## src/rtl/bus_arbiter.sv

```systemverilog
// -----------------------------------------------------------------------------
// bus_arbiter
//
// Two-requester memory bus arbiter. Requester 0 (CPU) and requester 1
// (DMA/video) share a single byte-wide memory port. Every access runs through
// three phases:
//   IDLE   - arbitrate between the pending requests (round-robin on a tie),
//            latch the winner's address, write data and direction.
//   ACCESS - hold the read or write strobe for WAIT_STATES+1 cycles, driving
//            the memory bus from the latched values.
//   DONE   - pulse the winner's ack for one cycle; reads capture mem_rdata on
//            the edge that enters this phase.
// At least one IDLE cycle separates consecutive accesses, and a request held
// continuously is simply re-arbitrated in that cycle.
//
// Parameters
//   WAIT_STATES  extra strobe cycles beyond the first (0..15)
//
// Ports
//   clk                         sole clock, rising edge
//   reset                       asynchronous, active-high reset
//   req0/addr0/wdata0/we0       requester 0 request, address, write data, dir
//   req1/addr1/wdata1/we1       requester 1 request, address, write data, dir
//   gnt0/gnt1                   bus ownership, held from grant through ack
//   ack0/ack1                   one-cycle completion pulse
//   rdata                       data of the last completed read
//   mem_addr/mem_wdata          memory address and write data
//   mem_rdata                   memory read data
//   mem_r/mem_w                 memory read / write strobes
// -----------------------------------------------------------------------------
module bus_arbiter #(
  parameter int WAIT_STATES = 1
) (
  input  logic        clk,
  input  logic        reset,

  input  logic        req0,
  input  logic [15:0] addr0,
  input  logic [7:0]  wdata0,
  input  logic        we0,

  input  logic        req1,
  input  logic [15:0] addr1,
  input  logic [7:0]  wdata1,
  input  logic        we1,

  output logic        gnt0,
  output logic        gnt1,
  output logic        ack0,
  output logic        ack1,
  output logic [7:0]  rdata,

  output logic [15:0] mem_addr,
  output logic [7:0]  mem_wdata,
  input  logic [7:0]  mem_rdata,
  output logic        mem_r,
  output logic        mem_w
);

  typedef enum logic [1:0] {
    IDLE   = 2'd0,
    ACCESS = 2'd1,
    DONE   = 2'd2
  } state_t;

  localparam logic [3:0] WAIT_LOAD = 4'(WAIT_STATES);

  state_t     state;
  logic [3:0] wait_cnt;
  logic       we_latched;
  logic       last_gnt;   // requester granted most recently (1 = requester 1)
  logic       pick1;      // arbitration result for this cycle

  // Round-robin choice: a lone requester wins outright; on a tie the
  // requester that was not granted last wins.
  // NOTE: every signal assigned in always_comb gets a value on every path
  // (here a default first), otherwise synthesis infers a latch.
  always_comb begin
    pick1 = 1'b0;
    if (req1 && (!req0 || !last_gnt))
      pick1 = 1'b1;
  end

  // Single sequential process: state, counter, latched request and all
  // outputs are registered together so every output changes on the edge that
  // changes the state. Reset clears the strobes and grants asynchronously,
  // which abandons an access in flight without an ack.
  // NOTE: sequential state uses non-blocking assignments only, so every
  // register samples the pre-edge values regardless of statement order.
  always_ff @(posedge clk or posedge reset) begin
    if (reset) begin
      state      <= IDLE;
      wait_cnt   <= 4'd0;
      we_latched <= 1'b0;
      last_gnt   <= 1'b1;   // requester 0 wins the first tie
      gnt0       <= 1'b0;
      gnt1       <= 1'b0;
      ack0       <= 1'b0;
      ack1       <= 1'b0;
      rdata      <= 8'h00;
      mem_addr   <= 16'h0000;
      mem_wdata  <= 8'h00;
      mem_r      <= 1'b0;
      mem_w      <= 1'b0;
    end else begin
      // Acks are single-cycle pulses; only the ACCESS->DONE edge raises one.
      ack0 <= 1'b0;
      ack1 <= 1'b0;

      case (state)
        IDLE: begin
          if (req0 || req1) begin
            if (pick1) begin
              gnt1       <= 1'b1;
              mem_addr   <= addr1;
              mem_wdata  <= wdata1;
              we_latched <= we1;
              mem_r      <= ~we1;
              mem_w      <= we1;
            end else begin
              gnt0       <= 1'b1;
              mem_addr   <= addr0;
              mem_wdata  <= wdata0;
              we_latched <= we0;
              mem_r      <= ~we0;
              mem_w      <= we0;
            end
            // The pointer moves only when an access actually starts.
            last_gnt <= pick1;
            wait_cnt <= WAIT_LOAD;
            state    <= ACCESS;
          end
        end

        ACCESS: begin
          // The strobe was raised on entry, so it is high for the entry cycle
          // plus one cycle per counted wait state.
          if (wait_cnt == 4'd0) begin
            mem_r <= 1'b0;
            mem_w <= 1'b0;
            if (!we_latched)
              rdata <= mem_rdata;
            ack0  <= gnt0;
            ack1  <= gnt1;
            state <= DONE;
          end else begin
            wait_cnt <= wait_cnt - 4'd1;
          end
        end

        DONE: begin
          gnt0  <= 1'b0;
          gnt1  <= 1'b0;
          state <= IDLE;
        end

        default: begin
          gnt0  <= 1'b0;
          gnt1  <= 1'b0;
          mem_r <= 1'b0;
          mem_w <= 1'b0;
          state <= IDLE;
        end
      endcase
    end
  end

endmodule

```

## config.mk

```make
export PLATFORM = sky130hd
export DESIGN_NAME = bus_arbiter
export DESIGN_NICKNAME = d
export VERILOG_FILES = /design/src/rtl/bus_arbiter.sv
export SDC_FILE = /design/constraint.sdc
export NUM_CORES = 1
export LEC_CHECK = 0
export CAP_MARGIN = 15
export CORE_MARGIN = 3
export CORE_UTILIZATION = 44
export DETAILED_ROUTE_END_ITERATION = 10
export GPL_ROUTABILITY_DRIVEN = 0
export PLACE_DENSITY = 0.85
export SETUP_SLACK_MARGIN = 0.15
export SLEW_MARGIN = 10
export SYNTH_ARGS = -nofsm -noshare
export SYNTH_HDL_FRONTEND = slang
export SYNTH_SLANG_ARGS = --single-unit
```

## constraint.sdc

```tcl
create_clock -name clk -period 5.12 [get_ports clk]
set_input_delay 1.024 -clock clk [delete_from_list [all_inputs] [get_ports clk]]
set_output_delay 1.024 -clock clk [all_outputs]
set_load 0.1 [all_outputs]
```

# Word-level counts from Yosys, hierarchy flattened
# Index checks and enable logic that the tools add are counted.
# op_classes
add_sub_neg	1
n_eq_ne	7
mux	26
n_bitwise	5
reduce_logical	15
# op_table
op	count
16-bit 2-to-1 mux	1
3-bit AND reduction	5
1-bit 2-to-1 mux	14
2-bit != test (second input constant)	5
4-bit 2-to-1 mux	2
8-bit 2-to-1 mux	1
4-bit one-hot mux with 2 select lines	1
1-bit one-hot mux with 3 select lines	2
1-bit NOT	5
4-bit zero test	1
2-bit 2-to-1 mux	2
1-bit one-hot mux with 2 select lines	2
2-bit one-hot mux with 2 select lines	1
2-bit AND reduction	2
4-bit by 1-bit subtractor with 4-bit output (second input constant)	1
2-bit by 1-bit equality test with 1-bit output (second input constant)	1
2-bit equality test (second input constant)	1
1-bit zero test	2
2-bit zero test	1
1-bit logical OR	2
2-bit nonzero test	1
1-bit logical AND	1
# totals
ff_bits	46
out_inout_bits	38

# Longest topological paths before layout
# Gate-level depths: netlist of run 1.
# depth
ltp_word	7
depth_mapped	6
depth_no_buf	5

# Worst setup path after synthesis of run 1
# Ideal clock, no wire load.
# synth_path
path_kind	input to register
startpoint	input port req1
endpoint	register mem_wdata[0]
t_arrival_ns	2.144
t_required_ns	4.995
path_slack_ns	2.850
cell_stages	5
n_path_buf	2
path_cell_list	a21boi_1 -> buf_4 -> buf_2 -> mux2_2 -> mux2_2
# synth_between
elab_chain_len	3
word_cells_on_any_way	5
classes_between	2 x mux; 3 x reduce/logical
# synth_lines
element	line	source
from (decl)	42	input logic req1,
1-bit logical AND	80	if (req1 && (!req0 || !last_gnt))
1-bit 2-to-1 mux	80	
8-bit 2-to-1 mux	113	if (pick1) begin
to (signal assigned)	116	mem_wdata <= wdata1;
to (signal assigned)	123	mem_wdata <= wdata0;
to (decl)	54	output logic [7:0] mem_wdata,
# Several ways; a longest one is shown, not always the timed one.
# A chain may end at the register's enable or synchronous reset.

# Worst setup path after layout of run 1
# layout_path
startpoint	register mem_w
endpoint	output port mem_w
# layout_lines
element	line	source
from (decl)	57	output logic mem_w
from (signal assigned)	119	mem_w <= we1;
from (signal assigned)	126	mem_w <= we0;
# No word-level cell between the ends.

==> metrics.csv, run 1 <==
stage;metric;value;unit
clocking;cts_buffers;5;
drt;ant_nets;0;
sta;post-route-min-period;2.842;ns
logic_synthesis;syn_avg_cell_area;13.51;µm²
worst_setup_path;cp_slowest_cell;clkdlybuf4s50_1;
worst_setup_path;reg2reg_slack;3.12;ns
worst_setup_path;path_class;reg -> out;
worst_setup_path;path_buf_inv;1;
drt;wl_per_cell;14.87;µm
run;drv_cap;0;
worst_setup_path;crit_cells;1;
logic_synthesis;synth_flop_cell;dfrtp_1;
clocking;clock_latency;0.29;ns
logic_synthesis;netlist_instances;160;
worst_setup_path;cp.required;4.10;ns
place;placed_area;3203;µm²
worst_setup_path;cp-start-kind;register;
logic_synthesis;synth.cell_area;2161;µm²
sta;slew_violations;0;
logic_synthesis;ys_warn_count;0;
sta;max_slew.worst_pin.slew;1.001;ns
finish;multi_input_area;940.9;µm²
finish;diodes;0;
worst_setup_path;cp_max_fo;3;
sta;clock-skew-final;0.003739;ns
floorplan;placementRows;24;
worst_setup_path;crit_start;mem_w;
sta;setup_violations;0;
drt;vias;1627;
clocking;cts_root_buf;clkbuf_8;
worst_setup_path;rr_worst_depth;5;
outcome;outcome;finished, final reports clean;
finish;fillerInstances;338;
finish;final-seq-area;1152;µm²
place;io_buffers;99;
grt;grt_pass1_vias;1714;
finish;drive_above_1_share;28.35;%
logic_synthesis;yosys-top-cells-area;dfrtp_1, mux2_2, dfstp_2;
worst_setup_path;cp-end-kind;primary output;
sta;finalHoldViolCount;0;
floorplan;die_y;76.08;µm
finish;syn2layout_area_growth;51.77;%
grt;grt_antenna_before_repair;0;
worst_setup_path;cp_top_family;buffers and inverters;
clocking;postCtsSetupBuffers;0;
grt;grt_pass1_wl;8335;µm
worst_hold_path;worstHoldPathType;reg -> reg;
logic_synthesis;async_flop_share;100.0;%
finish;final_util;72.32;%
drt;drt-pass1-iter-count;4;
place;dp_hpwl;3682;µm
sta;grt_setup_unrepaired;no;
drt;drtIter0Drc;89;
logic_synthesis;yosys.cell_types.count;36;
worst_setup_path;r2r-end;rdata[1];
floorplan;start_util;47.65;%
logic_synthesis;netlist.top_cell.by_area;dfrtp_1;
clocking;cts_tree;built;
floorplan;core_area;4534;µm²
floorplan;die_w;76.08;µm
clocking;cts_sinks;46;
logic_synthesis;synth_seq_cells;46;
clocking;clock_path_buffers;2;
sta;clock.fmax;0.3518;GHz
logic_synthesis;netlist.area_leader.share;52.11;%
drt;drc;0;
clocking;cts.htree.levels;2;
grt;grt_use_total;17.96;%
clocking;hold_buffers;0;
finish;fin_area;3279;µm²
grt;grt_overflow;0;
worst_setup_path;crit_path_max_incr_delay;1.15;ns
finish;mostFrequentLayoutCells;clkdlybuf4s50_1, mux2_2, dfrtp_1;
finish;final_nets;325;
floorplan;fp.dieArea;5788;µm²
worst_setup_path;path_cells;clkdlybuf4s50_1;
finish;layout_commonest_cell;clkdlybuf4s50_1;
worst_setup_path;arrival;1.82;ns
drt;viasPerCell;4.991;
worst_setup_path;rr_startpoint;wait_cnt[0];
worst_setup_path;crit_end;mem_w;
sta;max_slew_margin;33.07;%
floorplan;ios;100;
logic_synthesis;synth_fp_nets;224;
sta;tns;0;ns
logic_synthesis;synth_edf_count;0;
clocking;cts-resized-gates;0;
grt;grt_max_degree;47;
clocking;clk_pin_slew;0.08;ns
drt;postRouteWirelength;4848;µm
sta;fin_crit_sh;55.52;%
logic_synthesis;ys_seq_area_share;53.33;%
-- layer usage --
metal	routed length (µm)	up-vias	global-route usage [%]
li1	-	773	-
met1	2041	775	22.06
met2	2352	73	30.05
met3	398	6	6.028
met4	57	0	5.435
met5	0	-	0
-- registers in the layout, summed over array words and instances, names as in the netlist, 2 cells and up --
signal     cells
mem_wdata      8
state          2
wait_cnt       4
mem_addr      16
rdata          8
-- through the flow --
| step | hold slack (ns) | worst slack, ns | cells |
|---|---|---|---|
| after floorplan | 0.4706 | 2.850 | 160 |
| after global placement | 0.4881 | 2.181 | 319 |
| after detailed placement | 0.4939 | 2.146 | 319 |
| after CTS | 0.5118 | 2.261 | 326 |
| after global routing | 0.5222 | 2.225 | 326 |
| final | 0.5079 | 2.278 | 326 |
-- logic make-up (layout without fill, tap and decap cells) --
logic type | Yosys count | count (layout) | synth area share [%]
buffers and inverters | 13 | 114 | 3.300
and+or+nand+nor | 22 | 22 | 6.197
adders and majority gates | 2 | 2 | 1.158
AOI/OAI and AO/OA | 19 | 19 | 5.849
DFF | 46 | 46 | 53.33
muxes | 58 | 58 | 30.17
-- cell type report --
type	instances	share of cell area, %
Clock buffer	7	2.327
Sequential cell	46	35.14
Inverter	6	0.6868
Timing Repair Buffer	101	30.68
Multi-Input combinational cell	101	28.69
Tap cell	65	2.480
-- how the worst min path moves through the flow --
stage | slack [ns] | cells past startpoint | from | to
after floorplan | 0.47 | 1 | wait_cnt[2] | wait_cnt[2]
after global placement | 0.49 | 1 | mem_wdata[5] | mem_wdata[5]
after detailed placement | 0.49 | 1 | mem_addr[0] | mem_addr[0]
after CTS | 0.51 | 1 | rdata[2] | rdata[2]
after global routing | 0.52 | 1 | mem_addr[11] | mem_addr[11]
final | 0.51 | 1 | mem_wdata[3] | mem_wdata[3]
-- cell usage after synthesis (2+ instances only) --
library cell  instances
buf_2                 2
a21oi_1               4
ha_1                  2
inv_1                 6
buf_6                 2
o22ai_1               3
mux2_2               57
nand2_1               2
dfrtp_1              45
nand2b_1              2
nor2_1                4
o21ai_0               5
nor3_1                2
nand3_1               2
Power of run 1 is not shown: default switching activity piles up to over one toggle a cycle in this logic, so the estimate is an artifact.
==> run 2: changes to the inputs <==
CORE_UTILIZATION = 37   (was 44)
PLACE_DENSITY = 0.76   (was 0.85)
clock period = 2.33 ns   (was 5.12 ns; I/O delays follow)
==> run 2 against run 1 <==
Core utilization fell by 13 points. Cell area is essentially flat. Clock skew rose by 0.0037 ns. Sequential share of layout area about the same. Sequential cell count is the same. Wire length increased by 0.66%. Critical path depth grew 4. Global-route usage down 2.7 points. Via count grew 1.8%. Hold slack improved by 0.0026 ns. Die area increased by 17%. Critical endpoint is now rdata[3]. Largest cell class unchanged.
==> metrics.csv, run 2 (synthesis gave the netlist of run 1 again) <==
stage;metric;value;unit
outcome;outcome;finished, final reports clean;
finish;diodes;0;
worst_setup_path;crit_path_max_incr_delay;0.48;ns
floorplan;die_w;82.42;µm
sta;clock.fmax;0.4943;GHz
drt;drtIter0Drc;57;
grt;grt_overflow;0;
drt;ant_nets;0;
sta;tns;0;ns
drt;wl_per_cell;14.44;µm
floorplan;die_y;82.42;µm
clocking;clock_latency;0.29;ns
finish;regMostFlops;mem_addr;
worst_setup_path;path_class;reg -> reg;
drt;viasPerCell;4.899;
clocking;clock_path_buffers;2;
floorplan;fp.dieArea;6793;µm²
finish;top_regs;mem_addr x16, mem_wdata x8, rdata x8;
worst_setup_path;cp.required;2.51;ns
worst_setup_path;cp-start-kind;register;
worst_setup_path;path_cells;inv_1 -> ha_1 -> or3b_1 -> nor3_4 -> mux2_2;
grt;grt_use_total;15.29;%
sta;clock-skew-final;0.007412;ns
drt;postRouteWirelength;4880;µm
floorplan;placementRows;27;
drt;vias;1656;
finish;mostFrequentLayoutCells;clkdlybuf4s50_1, mux2_2, dfrtp_1, buf_4;
clocking;cts_buffers;5;
clocking;cts_sinks;46;
worst_hold_path;worstHoldPathType;reg -> reg;
grt;grt_antenna_before_repair;0;
run;drv_cap;0;
finish;final_nets;329;
sta;max_slew_margin;62.68;%
sta;max_slew.worst_pin.slew;0.5598;ns
worst_setup_path;cp_max_fo;8;
place;dp_hpwl;3663;µm
worst_setup_path;cp-end-kind;register;
worst_setup_path;cp_slowest_cell;or3b_1;
finish;layout_commonest_cell;clkdlybuf4s50_1;
clocking;cts.htree.levels;2;
finish;largest_register_ffs;16;
drt;drc;0;
sta;grt_setup_unrepaired;no;
clocking;hold_buffers;0;
floorplan;core_area;5574;µm²
place;io_buffers;99;
sta;slew_violations;0;
sta;finalHoldViolCount;0;
grt;grt_pass1_vias;1707;
drt;drt-pass1-iter-count;4;
clocking;cts_tree;built;
finish;syn2layout_area_growth;51.88;%
clocking;clk_pin_slew;0.08;ns
clocking;cts_root_buf;clkbuf_8;
floorplan;ios;100;
finish;drive_above_1_share;44.36;%
sta;post-route-min-period;2.023;ns
clocking;postCtsSetupBuffers;0;
sta;setup_violations;0;
grt;grt_pass1_wl;7769;µm
sta;fin_crit_sh;86.83;%
floorplan;start_util;38.77;%
grt;grt_max_degree;47;
clocking;cts-resized-gates;0;
worst_setup_path;arrival;2.20;ns
==> run 2: area by class of cell <==
type                            instances  area [µm²]
Multi-Input combinational cell        101       940.9
Sequential cell                        46        1152
Fill cell                             475        2292
Timing Repair Buffer                  105       965.9
Clock buffer                            6       72.57
Clock inverter                          2       37.54
Inverter                                6       22.52
Tap cell                               72       90.09
==> run 2: path summary, 6_finish.rpt <==
| kind | slack [ns] | depth (start not counted) | startpoint | endpoint |
|---|---|---|---|---|
| max | 0.31 | 5 | wait_cnt[0] | rdata[3] |
| min | 0.51 | 1 | mem_addr[4] | mem_addr[4] |
| max reg2reg | 0.31 | 5 | wait_cnt[0] | rdata[3] |
| min reg2reg | 0.51 | 1 | mem_addr[4] | mem_addr[4] |
| max in group asynchronous | 1.32 | 3 | reset | rdata[1] |
| min in group asynchronous | 0.63 | 3 | reset | mem_addr[5] |
==> run 2: per-stage QoR <==
step | utilization [%] | setup WS [ns] | hold slack [ns] | area, µm² | cells
6_report | 58.88 | 0.3070 | 0.5105 | 3282 | 338
2_1_floorplan | - | 0.5081 | 0.4706 | 2161 | 160
5_1_grt | 58.88 | 0.1925 | 0.5342 | 3282 | 338
4_1_cts | 58.88 | 0.2865 | 0.5157 | 3282 | 338
3_5_place_dp | 56.90 | 0.1876 | 0.4964 | 3172 | 330
3_3_place_gp | 56.90 | 0.2261 | 0.4910 | 3172 | 330
==> run 2: worst max-delay path: cells and delay by family (launching register included) <==
family / cells / cell delay, ns
flip-flops: 1 / 0.38
multiplexers: 1 / 0.39
AND/OR/NAND/NOR: 2 / 0.86
adder cells (fa/ha/maj): 1 / 0.17
buffers and inverters: 1 / 0.10
==> run 2: routing by layer <==
metal | vias to the layer above | routed length [µm] | GRT usage (%) | part of all wire (%)
met4 | 0 | 53 | 5.316 | 1.1
met1 | 808 | 1981 | 18.15 | 41
met3 | 6 | 432 | 5.098 | 8.9
met5 | - | 0 | 0 | 0
li1 | 780 | - | - | -
met2 | 62 | 2412 | 25.80 | 49
Power of run 2 is left out for the same reason.
==> run 3: changes to the inputs <==
CORE_UTILIZATION = 33   (was 37)
PLACE_DENSITY = 0.69   (was 0.76)
==> run 3 against run 2 <==
Sequential cell count did not move. Critical path depth up 1. Fmax increased by 2.8%. Clock skew increased by 0.00072 ns. Critical endpoint is now rdata[2]. Highest routed layer unchanged.
==> metrics.csv, run 3 (synthesis gave the netlist of run 1 again) <==
stage;metric;value;unit
outcome;outcome;finished, final reports clean;
sta;grt_setup_unrepaired;no;
grt;grt_antenna_before_repair;0;
finish;largest_register_ffs;16;
floorplan;die_y;86.92;µm
grt;grt_max_degree;31;
clocking;cts_buffers;5;
clocking;clk_pin_slew;0.09;ns
clocking;clock_latency;0.30;ns
finish;drive_above_1_share;44.36;%
sta;max_slew.worst_pin.slew;0.5210;ns
grt;grt_overflow;0;
worst_setup_path;crit_path_max_incr_delay;0.48;ns
finish;fillerInstances;534;
drt;drtIter0Drc;74;
worst_setup_path;cp_max_fo;8;
clocking;cts.htree.levels;2;
finish;top_regs;mem_addr x16, mem_wdata x8, rdata x8;
run;drv_cap;0;
sta;clock-skew-final;0.008137;ns
worst_setup_path;path_cells;inv_1 -> ha_1 -> or3b_1 -> nor3_4 -> buf_12 -> mux2_2;
grt;grt_pass1_vias;1637;
worst_setup_path;cp_top_family;simple AND/OR/NAND/NOR gates;
finish;layout_commonest_cell;clkdlybuf4s50_1;
clocking;cts_tree;built;
finish;multi_input_area;940.9;µm²
sta;post-route-min-period;1.967;ns
clocking;cts_sinks;46;
sta;finalHoldViolCount;0;
worst_hold_path;worstHoldPathType;in -> async;
sta;tns;0;ns
finish;mostFrequentLayoutCells;clkdlybuf4s50_1, mux2_2, dfrtp_1, buf_4, clkbuf_8;
sta;slew_violations;0;
place;io_buffers;99;
drt;drc;0;
sta;clock.fmax;0.5084;GHz
worst_setup_path;path_class;reg -> reg;
floorplan;core_area;6131;µm²
floorplan;start_util;35.24;%
finish;regMostFlops;mem_addr;
worst_setup_path;cp-end-kind;register;
grt;grt_pass1_wl;7755;µm
clocking;hold_buffers;0;
worst_setup_path;reg2reg_slack;0.36;ns
sta;max_slew_margin;65.19;%
drt;postRouteWirelength;4892;µm
grt;grt_use_total;13.14;%
drt;viasPerCell;4.704;
finish;final-seq-area;1152;µm²
finish;diodes;0;
worst_setup_path;arrival;2.15;ns
floorplan;die_w;86.92;µm
clocking;clock_path_buffers;2;
clocking;cts_root_buf;clkbuf_8;
worst_setup_path;cp.required;2.51;ns
drt;ant_nets;0;
worst_setup_path;cp_slowest_cell;or3b_1;
floorplan;fp.dieArea;7555;µm²
finish;syn2layout_area_growth;52.35;%
sta;setup_violations;0;
finish;final_nets;329;
place;dp_hpwl;3681;µm
drt;vias;1604;
floorplan;placementRows;28;
drt;wl_per_cell;14.35;µm
sta;fin_crit_sh;84.42;%
worst_setup_path;path_buf_inv;2;
worst_setup_path;cp-start-kind;register;
floorplan;ios;100;
drt;drt-pass1-iter-count;4;
run 3: changes by cell type in the layout (fill, tap and decap cells not counted):
cell / change
buf_4: -2
clkinvlp_4: -1
clkinv_2: +1
bufinv_16: -1
buf_12: +2
clkbuf_8: +1
run 3: area by class of cell:
class,instances,share of cell area [%]
Tap cell,75,2.851
Sequential cell,46,35.01
Clock inverter,1,0.1520
Timing Repair Buffer,105,30.10
Multi-Input combinational cell,101,28.58
Inverter,6,0.6841
Clock buffer,7,2.623
run 3: routing by layer:
metal	track usage (%)	part of all wire [%]	wire (µm)	vias up
met5	0	0	0	-
met4	4.249	1.2	59	0
met3	4.352	11	517	7
met2	20.57	46	2260	68
met1	17.15	42	2054	741
li1	-	-	-	788
run 3: repair_timing:
| item | in CTS | in global routing |
|---|---|---|
| endpoints found under the setup margin | 0 | 2 |
| setup buffers | 0 | 1 |
| endpoints found under the hold margin | 0 | 0 |
| resized for setup | 0 | 0 |
run 3: through the flow:
stage          std cells  hold WS (ns)  util [%]  instance area, µm²  setup slack (ns)
2_1_floorplan        160        0.4706         -                2161            0.5081
3_3_place_gp         332        0.4922     51.88                3181            0.2232
3_5_place_dp         332        0.4938     51.88                3181            0.1902
4_1_cts              340        0.4714     53.37                3272            0.3064
5_1_grt              341        0.4866     53.69                3292            0.2289
6_report             341        0.4614     53.69                3292            0.3629
run 3: path summary, 6_finish.rpt:
kind                              from          end  cells after the start
min in group clk                 mem_r        mem_r                      1
max in group asynchronous        reset     last_gnt                      3
setup / recovery           wait_cnt[0]     rdata[2]                      6
setup reg to reg           wait_cnt[0]     rdata[2]                      6
hold reg to reg                  mem_r        mem_r                      1
hold / removal                   reset  mem_addr[2]                      2
Power of run 3 is left out for the same reason.
